$ cat src/rtl/correlator_lsync_param.sv
// Parametrised long-preamble cross-correlator: sum over taps of conj(sample) * weight,
// with a run-time loadable coefficient set and a pipelined adder tree.
module correlator_lsync_param #(
  parameter int DATA_W = 2,
  parameter int W_W    = 2,
  parameter int N_TAPS = 16,
  parameter int AW     = 4,
  parameter int OUT_W  = DATA_W + W_W + 2 + AW
) (
  input  logic                     CLK,
  input  logic                     s_RST,
  input  logic signed [DATA_W-1:0] I_in,
  input  logic signed [DATA_W-1:0] Q_in,
  input  logic                     input_strobe,
  input  logic                     flush,
  input  logic                     coef_we,
  input  logic        [AW-1:0]     coef_addr,
  input  logic signed [W_W-1:0]    coef_I,
  input  logic signed [W_W-1:0]    coef_Q,
  output logic                     output_strobe,
  output logic signed [OUT_W-1:0]  I_corr_Out,
  output logic signed [OUT_W-1:0]  Q_corr_Out
);

  localparam int          LVL     = AW;
  localparam logic [AW:0] FULL    = (AW+1)'(N_TAPS);
  localparam logic [AW:0] FULL_M1 = (AW+1)'(N_TAPS - 1);

  logic signed [DATA_W-1:0] r_tapI [N_TAPS];
  logic signed [DATA_W-1:0] r_tapQ [N_TAPS];
  logic signed [W_W-1:0]    r_wI   [N_TAPS];
  logic signed [W_W-1:0]    r_wQ   [N_TAPS];
  logic        [AW:0]       r_fill;
  logic                     r_vIn;
  logic signed [OUT_W-1:0]  r_sI   [LVL+1][N_TAPS];
  logic signed [OUT_W-1:0]  r_sQ   [LVL+1][N_TAPS];
  logic        [LVL:0]      r_v;

  logic w_accept;
  logic w_complete;

  // Flush wins over a coincident strobe, so that sample never reaches the delay line.
  assign w_accept   = input_strobe & ~flush;
  assign w_complete = w_accept & ((r_fill == FULL) | (r_fill == FULL_M1));

  function automatic logic signed [OUT_W-1:0] extD(input logic signed [DATA_W-1:0] v);
    return {{(OUT_W-DATA_W){v[DATA_W-1]}}, v};
  endfunction

  function automatic logic signed [OUT_W-1:0] extW(input logic signed [W_W-1:0] v);
    return {{(OUT_W-W_W){v[W_W-1]}}, v};
  endfunction

  always_ff @(posedge CLK or posedge s_RST) begin
    if (s_RST) begin
      for (int j = 0; j < N_TAPS; j++) begin
        r_tapI[j] <= '0;
        r_tapQ[j] <= '0;
      end
      r_fill <= '0;
      r_vIn  <= 1'b0;
    end else begin
      r_vIn <= w_complete;
      if (flush) begin
        for (int j = 0; j < N_TAPS; j++) begin
          r_tapI[j] <= '0;
          r_tapQ[j] <= '0;
        end
        r_fill <= '0;
      end else if (input_strobe) begin
        for (int j = 0; j < N_TAPS - 1; j++) begin
          r_tapI[j] <= r_tapI[j+1];
          r_tapQ[j] <= r_tapQ[j+1];
        end
        r_tapI[N_TAPS-1] <= I_in;
        r_tapQ[N_TAPS-1] <= Q_in;
        if (r_fill != FULL) r_fill <= r_fill + 1'b1;
      end
    end
  end

  always_ff @(posedge CLK or posedge s_RST) begin
    if (s_RST) begin
      for (int j = 0; j < N_TAPS; j++) begin
        r_wI[j] <= '0;
        r_wQ[j] <= '0;
      end
    end else if (coef_we) begin
      r_wI[coef_addr] <= coef_I;
      r_wQ[coef_addr] <= coef_Q;
    end
  end

  // Level 0 holds the per-tap products; level l holds N_TAPS>>l partial sums.
  always_ff @(posedge CLK or posedge s_RST) begin
    if (s_RST) begin
      for (int l = 0; l <= LVL; l++) begin
        for (int k = 0; k < N_TAPS; k++) begin
          r_sI[l][k] <= '0;
          r_sQ[l][k] <= '0;
        end
      end
      r_v <= '0;
    end else begin
      for (int j = 0; j < N_TAPS; j++) begin
        r_sI[0][j] <= extD(r_tapI[j]) * extW(r_wI[j]) + extD(r_tapQ[j]) * extW(r_wQ[j]);
        r_sQ[0][j] <= extD(r_tapI[j]) * extW(r_wQ[j]) - extD(r_tapQ[j]) * extW(r_wI[j]);
      end
      for (int l = 1; l <= LVL; l++) begin
        for (int k = 0; k < N_TAPS; k++) begin
          if (k < (N_TAPS >> l)) begin
            r_sI[l][k] <= r_sI[l-1][2*k] + r_sI[l-1][2*k+1];
            r_sQ[l][k] <= r_sQ[l-1][2*k] + r_sQ[l-1][2*k+1];
          end
        end
      end
      if (flush) r_v <= '0;
      else       r_v <= {r_v[LVL-1:0], r_vIn};
    end
  end

  always_ff @(posedge CLK or posedge s_RST) begin
    if (s_RST) begin
      output_strobe <= 1'b0;
      I_corr_Out    <= '0;
      Q_corr_Out    <= '0;
    end else begin
      output_strobe <= r_v[LVL] & ~flush;
      if (r_v[LVL] && !flush) begin
        I_corr_Out <= r_sI[LVL][0];
        Q_corr_Out <= r_sQ[LVL][0];
      end
    end
  end

endmodule

$ cat config.mk
export PLATFORM = sky130hd
export DESIGN_NAME = correlator_lsync_param
export DESIGN_NICKNAME = d
export VERILOG_FILES = /design/src/rtl/correlator_lsync_param.sv
export SDC_FILE = /design/constraint.sdc
export NUM_CORES = 2
export LEC_CHECK = 0
export BUFFER_PORTS_ARGS = -buffer_cell sky130_fd_sc_hd__clkbuf_2
export CORE_UTILIZATION = 30
export CTS_BUF_LIST = sky130_fd_sc_hd__clkbuf_8
export DETAILED_ROUTE_END_ITERATION = 10
export GPL_TIMING_DRIVEN = 1
export PLACE_DENSITY = 0.54
export SETUP_SLACK_MARGIN = 0.05
export SLEW_MARGIN = 20
export SYNTH_ARGS = -nofsm -noshare
export SYNTH_HDL_FRONTEND = slang
export SYNTH_SLANG_ARGS = --single-unit
$ cat constraint.sdc
create_clock -name CLK -period 21 [get_ports CLK]
set_input_delay 3.15 -clock CLK [delete_from_list [all_inputs] [get_ports CLK]]
set_output_delay 3.15 -clock CLK [all_outputs]
set_load 0.03 [all_outputs]
==> metrics <==
status finished clean; final WL 67800 µm; Mapped Area 35000 µm²; Tmin final 4860 ps; Ports 38; first-pass GRT wire length 115000 µm; DP Wirelength 52400 µm; Die X 343 µm; met2 usage 18.1%; Final setup viols 0; top cells by count, synth inv_1, dfrtp_1, ha_1; Multi-input gate area 18800 µm²; WHS 462 ps; fmax 0.206 GHz; largest net degree at the start of global routing 175; critical path class in2async; Area Overhead vs Synth 12.1%; GR Util met1 17.9%; Hold/Removal Path Class reg2reg; Die H 343 µm; Routed WL per cell 14.0 µm; H-tree lvl count 3; Worst VDD drop 58.4 µV; Seq/Total Area, Yosys 39.8%; TritonCTS clock tree built; Final Hold Viols 0; PortBufs 37; CTS Buf Count 100; drt first pass iters 5; detailed-route via count 20.3k; Netlist cell types 38; RePlAce Congestion 0.778; DRT antenna net count 0; clk buf depth 3; EDFF count, synth 0; antenna violations before repair 9; Worst Path Arrival 5550 ps; headroom to the max-slew limit 35.2%; FF/Latch Area 13900 µm²; FF+latch count, synth 556; vias per cell 4.20; GRT overflow 0; max-slew violation count 0; FILL cells 11.5k; Area contributors post-synth dfrtp_1, ha_1, fa_1; Post-synth top flop dfrtp_1; Initial Utilization 30.4%; DRC errors left 0; CTS clk-pin slew, worst paths 60 ps; vias in the first global route 21.7k; clk_skew 36.8 ps; Starting DRT DRC Count 787; Tightest Pin Transition 972 ps; setup TNS 0 ps; nets 3931; r2r setup slk 17840 ps; CP startpoint kind input port; CP Data Required Time 21690 ps; die area 118000 µm²; Post-CTS Hold Buffers 0; Final Cycle Share 23.2%; Pwr Density 150 nW/µm²; RSZ-0062 raised after global routing false; Max FO, Critical Path 133; total track usage 12.2%; row count 124; Top Usage Layer GRT met2; Syn. warnings 0; clk sink count 556; leakage power 20.5 nW; Synth top area share 39.8%; Synth area leader dfrtp_1; most common cell in the netlist inv_1; Post-CTS Repair Setup Buffers 0; crit end category async pin; root cell of the clock tree clkbuf_8; syn_area_per_cell 11.3 µm²; Skew-Pair Late Insertion Delay 710 ps; Max Cap Viol 0; layout cell share with drive strength beyond 1 8.63%; FFs w/ async S/R, synth 100%; Mapped Cells 3105; core area 115000 µm²; GR Layer Usage met3 2.32%; CTS resizes 0
[registers in the layout, indices dropped and copies added (netlist names)]
name           cells
r_wQ              32
r_vIn              1
r_sQ             198
r_v                5
r_sI             198
Q_corr_Out        10
r_fill             5
r_tapI            32
r_tapQ            32
output_strobe      1
r_wI              32
I_corr_Out        10
[critical path, stage by stage]
cell and delay (ps):
clkbuf_2 120, inv_8 490, buf_4 690, buf_4 770
[area by class of cell]
| cell class | instances | share of cell area (%) |
|---|---|---|
| Clock buffer | 128 | 4.49 |
| Multi-Input combinational cell | 1935 | 47.9 |
| Clock inverter | 51 | 0.906 |
| Antenna cell | 2 | 0.0128 |
| Inverter | 599 | 5.75 |
| Tap cell | 1512 | 4.83 |
| Timing Repair Buffer | 45 | 0.664 |
| Sequential cell | 556 | 35.5 |
[per-stage QoR]
| stage | util (%) | instances | setup WS [ps] | instance area, µm² | total power [mW] |
|---|---|---|---|---|---|
| 2_1_floorplan | - | 3119 | 2300 | 35000 | 4.09 |
| 3_3_place_gp | 32.3 | 4647 | 15350 | 37100 | 4.87 |
| 3_5_place_dp | 32.3 | 4647 | 15330 | 37100 | 4.91 |
| 4_1_cts | 34.1 | 4826 | 16120 | 39200 | 6.01 |
| 5_1_grt | 34.1 | 4828 | 15820 | 39200 | 6.52 |
| 6_report | 34.1 | 4828 | 16140 | 39200 | 5.89 |
[kinds of logic after synthesis]
family,count (synthesis),synth area share (%)
DFF,556,39.8
muxes,139,4.24
and+or+nand+nor,487,6.60
AOI/OAI and AO/OA,350,6.64
other,2,0.0215
adders and majority gates,677,29.3
xor gates and xnor gates,266,6.66
buffers and inverters,628,6.77
[final timing paths]
| kind | start | endpoint | cells past startpoint |
|---|---|---|---|
| max | s_RST | r_wI[15] | 4 |
| min | r_vIn | r_v[0] | 1 |
| max reg2reg | r_tapI[19] | r_sQ[733] | 9 |
| min reg2reg | r_vIn | r_v[0] | 1 |
| max in group CLK | Q_corr_Out[0] | Q_corr_Out[0] | 1 |
| min in group asynchronous | s_RST | r_sI[573] | 2 |
[per-layer routing]
metal	share of wire, %	wire (µm)
met1	52	35200
met2	43	29000
met3	3.3	2210
met4	1.9	1310
met5	0.10	69
[cell usage in the layout, fill, tap and decap left out, drive strengths merged, types with 3 or more instances in the layout]
master,instances
o2111ai,11
xnor2,203
nor2b,26
o211ai,8
conb,16
nand2b,73
a21oi,113
xor2,63
clkinvlp,3
clkbuf,163
a211o,8
o21bai,19
o41ai,6
nor3,13
nand2,142
dfrtp,556
mux2,74
o21a,21
inv,631
nand3b,3
buf,10
o21ai,58
nor2,142
and2,52
ha,440
mux2i,65
a21o,99
clkinv,12
bufinv,4
fa,237
a41o,7
nand3,28
[where the power goes]
group / total (mW) / leakage (nW) / internal (mW) / switching [mW]
Sequential: 1.72 / 6.91 / 1.51 / 0.207
Clock: 1.05 / 1.20 / 0.597 / 0.455
Combinational: 3.12 / 12.4 / 1.41 / 1.71
Total: 5.89 / 20.5 / 3.52 / 2.37
Power figures use the tool's default switching activity.
